`config.mk`:
```
export PLATFORM = sky130hd
export DESIGN_NAME = input_conditioner
export DESIGN_NICKNAME = d
export VERILOG_FILES = /design/src/rtl/input_conditioner_pkg.sv /design/src/rtl/debounce_bit.sv /design/src/rtl/input_conditioner.sv
export SDC_FILE = /design/constraint.sdc
export NUM_CORES = 1
export LEC_CHECK = 0
export ABC_AREA = 1
export ABC_CLOCK_PERIOD_IN_PS = 1400
export CAP_MARGIN = 5
export CORE_MARGIN = 2
export CORE_UTILIZATION = 50
export DETAILED_ROUTE_END_ITERATION = 16
export HOLD_SLACK_MARGIN = 0.15
export PLACE_DENSITY_LB_ADDON = 0.05
export REMOVE_ABC_BUFFERS = 1
export SLEW_MARGIN = 10
export SYNTH_ARGS = -nofsm -noshare
export SYNTH_HDL_FRONTEND = slang
export SYNTH_SLANG_ARGS = --single-unit
export TNS_END_PERCENT = 20
```
`constraint.sdc`:
```
create_clock -name clk_i -period 1.4 [get_ports clk_i]
set_input_delay 0.21 -clock clk_i [delete_from_list [all_inputs] [get_ports clk_i]]
set_output_delay 0.21 -clock clk_i [all_outputs]
set_load 0.005 [all_outputs]
```
`src/rtl/input_conditioner_pkg.sv`:
```
// Shared constants and helpers for the board-input conditioner.
package input_conditioner_pkg;

    localparam int unsigned CLK_FREQ_HZ         = 50_000_000;
    localparam int unsigned DEBOUNCE_MS_DEFAULT = 20;

    function automatic int unsigned ms_to_cycles(input int unsigned ms);
        return (CLK_FREQ_HZ / 1000) * ms;
    endfunction

endpackage

```
`src/rtl/debounce_bit.sv`:
```
// One input channel: 2-flop synchroniser, stability counter, stable level and
// registered rise/fall pulses aligned with the level change.
module debounce_bit
    import input_conditioner_pkg::*;
#(
    parameter int unsigned DEBOUNCE_CYCLES = ms_to_cycles(DEBOUNCE_MS_DEFAULT),
    parameter bit          INVERT          = 1'b0
) (
    input  logic clk_i,
    input  logic rst_i,
    input  logic i_raw,
    output logic o_level,
    output logic o_rise,
    output logic o_fall
);

    localparam int unsigned CNT_W = $clog2(DEBOUNCE_CYCLES + 1);
    typedef logic [CNT_W-1:0] db_cnt_t;
    localparam db_cnt_t CNT_LAST = db_cnt_t'(DEBOUNCE_CYCLES - 1);
    localparam logic    PIN_IDLE = INVERT;

    logic    r_meta;
    logic    r_sync;
    logic    r_stable;
    logic    r_rise;
    logic    r_fall;
    db_cnt_t r_cnt;

    logic    w_sync;
    logic    w_mismatch;
    logic    w_commit;

    assign w_sync     = r_sync ^ INVERT;
    assign w_mismatch = (w_sync != r_stable);
    assign w_commit   = w_mismatch && (r_cnt == CNT_LAST);

    always_ff @(posedge clk_i) begin
        if (rst_i) begin
            // NOTE: synchroniser flops reset to the pin's idle level so leaving reset never looks like a press.
            r_meta   <= PIN_IDLE;
            r_sync   <= PIN_IDLE;
            r_stable <= 1'b0;
            r_cnt    <= '0;
            r_rise   <= 1'b0;
            r_fall   <= 1'b0;
        end else begin
            r_meta <= i_raw;
            r_sync <= r_meta;
            r_rise <= w_commit &  w_sync;
            r_fall <= w_commit & ~w_sync;
            if (!w_mismatch) begin
                r_cnt <= '0;
            end else if (w_commit) begin
                r_cnt    <= '0;
                r_stable <= w_sync;
            end else begin
                r_cnt <= r_cnt + db_cnt_t'(1);
            end
        end
    end

    assign o_level = r_stable;
    assign o_rise  = r_rise;
    assign o_fall  = r_fall;

endmodule

```
`src/rtl/input_conditioner.sv`:
```
// Synchronises and debounces DE-10 switches and keys; key auto-repeat is
// enabled by defining INPUT_CONDITIONER_KEY_REPEAT_EN.
module input_conditioner
    import input_conditioner_pkg::*;
#(
    parameter int unsigned NUM_SW          = 10,
    parameter int unsigned NUM_KEY         = 4,
    parameter int unsigned DEBOUNCE_CYCLES = ms_to_cycles(DEBOUNCE_MS_DEFAULT)
`ifdef INPUT_CONDITIONER_KEY_REPEAT_EN
    ,
    parameter int unsigned REPEAT_DELAY    = 25_000_000,
    parameter int unsigned REPEAT_PERIOD   = 5_000_000
`endif
) (
    input  logic               clk_i,
    input  logic               rst_i,
    input  logic [NUM_SW-1:0]  sw_raw_i,
    input  logic [NUM_KEY-1:0] key_raw_ni,
    output logic [NUM_SW-1:0]  sw_o,
    output logic [NUM_KEY-1:0] key_pressed_o,
    output logic [NUM_KEY-1:0] key_pulse_o,
    output logic [NUM_KEY-1:0] key_release_pulse_o
);

    logic [NUM_SW-1:0]  w_sw_rise;
    logic [NUM_SW-1:0]  w_sw_fall;
    logic [NUM_KEY-1:0] w_key_press;
    logic               w_unused_sw_edges;

    // Switch edges are not exported; only their levels matter downstream.
    assign w_unused_sw_edges = ^{w_sw_rise, w_sw_fall};

    for (genvar g = 0; g < NUM_SW; g++) begin : g_sw
        debounce_bit #(
            .DEBOUNCE_CYCLES(DEBOUNCE_CYCLES),
            .INVERT         (1'b0)
        ) u_db (
            .clk_i  (clk_i),
            .rst_i  (rst_i),
            .i_raw  (sw_raw_i[g]),
            .o_level(sw_o[g]),
            .o_rise (w_sw_rise[g]),
            .o_fall (w_sw_fall[g])
        );
    end

    for (genvar g = 0; g < NUM_KEY; g++) begin : g_key
        debounce_bit #(
            .DEBOUNCE_CYCLES(DEBOUNCE_CYCLES),
            .INVERT         (1'b1)
        ) u_db (
            .clk_i  (clk_i),
            .rst_i  (rst_i),
            .i_raw  (key_raw_ni[g]),
            .o_level(key_pressed_o[g]),
            .o_rise (w_key_press[g]),
            .o_fall (key_release_pulse_o[g])
        );
    end

`ifdef INPUT_CONDITIONER_KEY_REPEAT_EN
    localparam int unsigned REP_MAX = (REPEAT_DELAY > REPEAT_PERIOD) ? REPEAT_DELAY : REPEAT_PERIOD;
    localparam int unsigned REP_W   = $clog2(REP_MAX + 1);
    typedef logic [REP_W-1:0] rep_cnt_t;
    localparam rep_cnt_t DELAY_LAST  = rep_cnt_t'(REPEAT_DELAY - 1);
    localparam rep_cnt_t PERIOD_LAST = rep_cnt_t'(REPEAT_PERIOD - 1);

    logic [NUM_KEY-1:0] w_rep_pulse;

    for (genvar g = 0; g < NUM_KEY; g++) begin : g_repeat
        rep_cnt_t r_rep_cnt;
        logic     r_in_period;
        logic     r_rep_pulse;
        logic     w_fire;

        assign w_fire = (r_rep_cnt == (r_in_period ? PERIOD_LAST : DELAY_LAST));

        always_ff @(posedge clk_i) begin
            if (rst_i || !key_pressed_o[g]) begin
                r_rep_cnt   <= '0;
                r_in_period <= 1'b0;
                r_rep_pulse <= 1'b0;
            end else if (w_fire) begin
                r_rep_cnt   <= '0;
                r_in_period <= 1'b1;
                r_rep_pulse <= 1'b1;
            end else begin
                r_rep_cnt   <= r_rep_cnt + rep_cnt_t'(1);
                r_rep_pulse <= 1'b0;
            end
        end

        // Gating with the live level stops a repeat landing on the release cycle.
        assign w_rep_pulse[g] = r_rep_pulse & key_pressed_o[g];
    end

    assign key_pulse_o = w_key_press | w_rep_pulse;
`else
    assign key_pulse_o = w_key_press;
`endif

endmodule

```
==> results of run 1 <==
## repair_timing
action,4_1_cts,5_1_grt
gates cloned,0,11
buffers inserted,3,5
endpoints found under the setup margin,117,297
hold buffers,1,0
resized for setup,51,194
pin swaps,6,36
endpoints found under the hold margin,14,0
## per-stage QoR
stage          hold WS (ns)  util (%)
3_3_place_gp          0.390      55.1
5_1_grt               0.203      62.3
3_5_place_dp          0.396      55.1
2_1_floorplan         0.281         -
6_report              0.197      62.3
4_1_cts               0.171      59.6
## power breakdown
group	internal (mW)	total, mW	leakage, nW	switching [mW]
Combinational	0.179	0.377	3.24	0.198
Sequential	9.44	9.46	2.69	0.0268
Clock	6.74	10.8	0.698	4.05
Total	16.4	20.6	6.63	4.27
## per-layer routing
metal | part of all wire, % | vias up
li1 | - | 7854
met1 | 48 | 6641
met2 | 46 | 225
met3 | 3.9 | 51
met4 | 1.5 | 0
met5 | 0 | -
## cell usage after synthesis
cell / number / area (um2)
a21oi_2: 6 / 52.6
xnor2_1: 53 / 464
or2_2: 20 / 125
clkbuf_1: 3 / 11.3
buf_6: 8 / 90.1
nand3b_1: 18 / 135
xor2_1: 79 / 692
dfxtp_1: 330 / 6610
inv_1: 236 / 886
or2_1: 3 / 18.8
o21bai_1: 13 / 97.6
o21ai_0: 14 / 70.1
nor3b_1: 2 / 15.0
nand3_1: 148 / 741
nand2_1: 603 / 2260
buf_4: 27 / 203
clkbuf_8: 1 / 13.8
nor2_1: 616 / 2310
nor2b_1: 2 / 12.5
nand2_4: 2 / 22.5
nand4_1: 41 / 257
nor2_4: 3 / 33.8
inv_2: 2 / 7.51
a21oi_1: 99 / 495
buf_2: 10 / 50.1
nor2_2: 16 / 100
nand3_2: 17 / 170
or2_0: 12 / 75.1
ha_1: 14 / 175
nor3_1: 20 / 100
nand2_2: 10 / 62.6
## worst max-delay path: stages (launching register included)
cell	delay, ns
dfxtp_1	0.43
nand4_1	0.14
nor2_1	0.25
nand3_4	0.12
nand2_4	0.14
clkbuf_16	0.16
nor2_1	0.04
## path summary, 6_finish.rpt
| kind | from | endpoint | slack [ns] |
|---|---|---|---|
| min | sw_raw_i[7] | g_sw[7].u_db.r_meta$_SDFF_PP0_ | 0.20 |
| max reg2reg | g_sw[6].u_db.r_cnt[16]$_SDFF_PP0_ | g_sw[6].u_db.r_cnt[8]$_SDFF_PP0_ | 0.02 |
| max | g_sw[6].u_db.r_cnt[16]$_SDFF_PP0_ | g_sw[6].u_db.r_cnt[8]$_SDFF_PP0_ | 0.02 |
| min reg2reg | g_sw[0].u_db.r_meta$_SDFF_PP0_ | g_sw[0].u_db.r_sync$_SDFF_PP0_ | 0.40 |
## cells by family after synthesis
family,synth area share [%]
compound gates,4.38
xor+xnor,7.07
fa+ha+maj,1.07
buf+inv,7.71
flops,40.4
simple gates,39.4
## registers in the layout (all words and copies together), names as in the netlist
register / count
g_sw.u_db.r_meta: 10
g_key.u_db.r_meta: 4
g_sw.u_db.r_sync: 10
g_key.u_db.r_cnt: 80
g_sw.u_db.o_level: 10
g_key.u_db.o_fall: 4
g_sw.u_db.r_cnt: 200
g_key.u_db.o_level: 4
g_key.u_db.o_rise: 4
g_key.u_db.r_sync: 4
## area by class of cell
cell class	instances	area, um2	area share [%]
sequential	330	6670	33.1
multi-input combinational	1813	9130	45.3
clock inverter	20	231	1.15
tap	442	553	2.74
clock buffer	52	1160	5.74
timing repair buffer	156	1530	7.58
inverter	238	896	4.44
==> impl_metrics.toml, run 1 <==
[sta]
rsz0062_at_grt = "true"
slew_viol_final = 0
worst_pin_slew_ns = 0.335
setup_ws_ns = 0.0162
fin_crit_ns = 1.38
fin_crit_sh_pct = 98.8
max_freq_mhz = 723
clock-skew-final_ns = 0.0133
setup_violations = 0
max-slew-margin-rel_pct = 77.6
hold_viol = 0
setup_tns_ns = 0

[placed_design]
gp_congestion = 0.879
io_buffers = 37
dp_slack_ns = -0.0439
placed_area_um2 = 17800
hpwl_um = 24500
dp_cells = 2959

[global_routing]
grt_pass1_wl_um = 59000
antenna_found_initial = 0
grtUsageMet3_pct = 3.72
top_usage_layer = "met2"
met2_usage_pct = 34.0
grt_pass1_vias = 13500
grt_use_met1_pct = 26.8
grt_max_degree = 28
gr-total-overflow = 0
grt_usage_pct = 20.2

[route]
vias = 14800
dr.pass1.iters = 5
totalWireLength_um = 35700
wl_per_cell_um = 11.7
drt_iter0_drc = 723
viasPerCell = 4.84
ant_nets = 0
drc = 0

[floorplan]
dieArea_um2 = 34200
pin_count = 38
coreArea_um2 = 32400
dieHeight_um = 185
fp.dieW_um = 185
initial_core_util_pct = 50.5
fp-row-count = 66

[worst_setup_path]
critical_path.max_fanout = 5
crit_type = "reg -> reg"
worst_setup_path_end_kind = "flop"
startpoint_type = "flop"
arrival_ns = 1.80
crit_required_ns = 1.82
reg2reg_depth = 6

[cts]
cts_htree_levels = 2
cts_root_buffer = "clkbuf_16"
cts_buffers = 40
cts.sinks = 330
clockBufferDepth = 3
clk_latency_ns = 0.53
cts_tree = "built"
path_clk_slew_ns = 0.06

[final_layout]
area_delta_synth_final_pct = 23.3
antenna_cells = 0
final_area_um2 = 20200
layout_common_cells = "587 x nand2_1, 559 x nor2_1, 285 x dfxtp_1"
final_nets = 2609
stdcell_count = 3051
final_common_cell = "nand2_1"
fillCellCount = 3021
drive_gt1_share_pct = 16.6

[min_path]
holdPathStages = 3
hold_path_class = "in -> reg"

[pwr]
p_leak_nw = 6.63
p_per_area_nw_per_um2 = 1020
ir_drop_v = 0.000959
power_mw = 20.6

[yosys]
syn_inst = 2428
synth_warnings = 0
synth_cell_types = 31
netlist_area_um2 = 16400
ys_seq_area_share_pct = 40.4
synth-seq-cells = 330
avgSynthCellArea_um2 = 6.74

[run_status]
status = "finished, final reports clean"

[run]
maxCapViolCount = 0
No activity file was read; power rests on OpenSTA's default activity.
==> run 2, diff against run 1 <==
--- a/config.mk
+++ b/config.mk
@@ -8,8 +8,11 @@
 export ABC_AREA = 1
 export ABC_CLOCK_PERIOD_IN_PS = 1400
 export CAP_MARGIN = 5
-export CORE_MARGIN = 2
-export CORE_UTILIZATION = 50
+export CELL_PAD_IN_SITES_DETAIL_PLACEMENT = 1
+export CELL_PAD_IN_SITES_GLOBAL_PLACEMENT = 1
+export CORE_MARGIN = 1
+export CORE_UTILIZATION = 41
+export CTS_CLUSTER_DIAMETER = 40
 export DETAILED_ROUTE_END_ITERATION = 16
 export HOLD_SLACK_MARGIN = 0.15
 export PLACE_DENSITY_LB_ADDON = 0.05
==> run 2 against run 1 <==
Against the previous run: the flow now finishes with violations (negative setup slack); global-route usage is 1.8 points higher; sequential power hardly changed; sequential share of layout area is 2.3 points lower; via count is 7.0% higher; clock skew is 0.0092 ns higher; register-to-register slack worse by 0.05 ns; clock-buffer cell count is 17 higher; core utilization is 6.2 points lower; largest cell class unchanged; largest power group unchanged.
==> impl_metrics.toml, run 2 (synthesis results as in run 1) <==
[run_status]
violations = "negative setup slack"
status = "complete, but fails checks"

[cts]
cts_buffers = 60
cts_tree = "built"
clk_latency_ns = 0.61
cts_root_buffer = "clkbuf_16"
cts.sinks = 330
cts_htree_levels = 2
path_clk_slew_ns = 0.06
clockBufferDepth = 3

[worst_setup_path]
crit_type = "reg -> reg"
critical_path.max_fanout = 7
critPathTopFamily = "simple AND/OR/NAND/NOR gates"
crit_required_ns = 1.90
slowest_delay_ns = 0.35
worst_setup_path_end_kind = "flop"
arrival_ns = 1.93
crit_cells = 10
startpoint_type = "flop"
reg2reg_depth = 10
cp_common_cell = "nand2_2"
worstPathCellList = "ha_4 > nand2_2 > nor2_4 > nand2_2 > inv_2 > nand3_2 > nand2_4 > buf_6 > buf_12 > nor2_1"
slowest_stage = "dfxtp_2"
worst-path-buf-inv = 3

[pwr]
p_leak_nw = 7.22
p_per_area_nw_per_um2 = 1170
ir_drop_v = 0.000927

[final_layout]
reg.largest.list = "g_sw.u_db.r_cnt x200, g_key.u_db.r_cnt x80"
final_nets = 2677
regMostFlops = "g_sw.u_db.r_cnt"
final_common_cell = "nand2_1"
antenna_cells = 0
largest_reg_flops = 200
layout_common_cells = "569 x nand2_1, 530 x nor2_1, 233 x dfxtp_1"
final_area_um2 = 21900
area_delta_synth_final_pct = 33.7
final-seq-area_um2 = 6740
fillCellCount = 4878
multiInputGateArea_um2 = 9480
drive_gt1_share_pct = 24.0

[route]
drc = 0
highest_layer = "met4"
totalWireLength_um = 46700
met1Wirelength_um = 20900
wl_met3_um = 1510
viasPerCell = 4.92
wl_met2_um = 23500
ant_nets = 0
vias = 15800
wl_per_cell_um = 14.5
dr.pass1.iters = 5
drt_iter0_drc = 532

[sta]
max_freq_mhz = 698
max-slew-margin-rel_pct = 75.8
hold_viol = 0
clock-skew-final_ns = 0.0224
rsz0062_at_grt = "true"
worst_pin_slew_ns = 0.362
fin_crit_sh_pct = 102
setup_violations = 21
fin_crit_ns = 1.43
setup_tns_ns = -0.349
setup_ws_ns = -0.0328
slew_viol_final = 0

[floorplan]
fp.dieW_um = 202
initial_core_util_pct = 41.9
pin_count = 38
dieArea_um2 = 40700
dieHeight_um = 202
coreArea_um2 = 39000
fp-row-count = 72

[global_routing]
grt_pass1_vias = 16500
grt_max_degree = 24
grt_pass1_wl_um = 76300
grt_usage_pct = 22.1
gr-total-overflow = 0
antenna_found_initial = 0

[run]
maxCapViolCount = 0

[placed_design]
placed_area_um2 = 18100
io_buffers = 37
hpwl_um = 31100
gp_congestion = 0.807

[min_path]
hold_path_class = "in -> reg"
holdPathStages = 2
## run 2: area by class of cell
cell class | instances | area share, %
multi-input combinational | 1811 | 43.4
sequential | 330 | 30.8
timing repair buffer | 206 | 8.83
clock buffer | 69 | 7.34
inverter | 238 | 4.11
tap | 518 | 2.96
clock inverter | 42 | 2.62
## run 2: repair_timing
item / 4_1_cts / 5_1_grt
hold buffers: 13 / 0
pin swaps: 10 / 57
cloned: 1 / 9
endpoints found under the setup margin: 204 / 306
setup buffers: 15 / 8
resized for setup: 120 / 327
hold endpoints to repair: 28 / 0
## run 2: worst paths after layout
kind	from	to	slack (ns)
worst max-delay path	g_sw[7].u_db.r_cnt[1]$_SDFF_PP0_	g_sw[7].u_db.r_cnt[11]$_SDFF_PP0_	-0.03
worst min-delay path	key_raw_ni[3]	g_key[3].u_db.r_meta$_SDFF_PP1_	0.19
worst max register to register	g_sw[7].u_db.r_cnt[1]$_SDFF_PP0_	g_sw[7].u_db.r_cnt[11]$_SDFF_PP0_	-0.03
worst min register to register	g_sw[6].u_db.r_meta$_SDFF_PP0_	g_sw[6].u_db.r_sync$_SDFF_PP0_	0.40
## run 2: per-layer routing
layer  up-vias  GRT usage (%)
li1       7996              -
met1      7572           27.7
met2       167           38.7
met3        74           4.05
met4         0           5.74
met5         -              0
## run 2: stage by stage
stage	setup WS [ns]	utilization [%]	total power, mW	cells	hold slack (ns)
3_5_place_dp	-0.153	46.3	10.0	3057	0.399
2_1_floorplan	-0.149	-	9.80	2379	0.281
5_1_grt	-0.102	56.1	26.4	3214	0.187
3_3_place_gp	-0.0556	46.3	10.0	3057	0.390
6_report	-0.0328	56.1	25.6	3214	0.194
4_1_cts	-0.0449	53.0	25.9	3197	0.159
## run 2: power by group
group | internal, mW | switching, mW | total, mW
logic | 0.209 | 0.230 | 0.439
registers | 9.45 | 0.0304 | 9.48
clock network | 10.3 | 5.34 | 15.6
total | 20.0 | 5.60 | 25.6
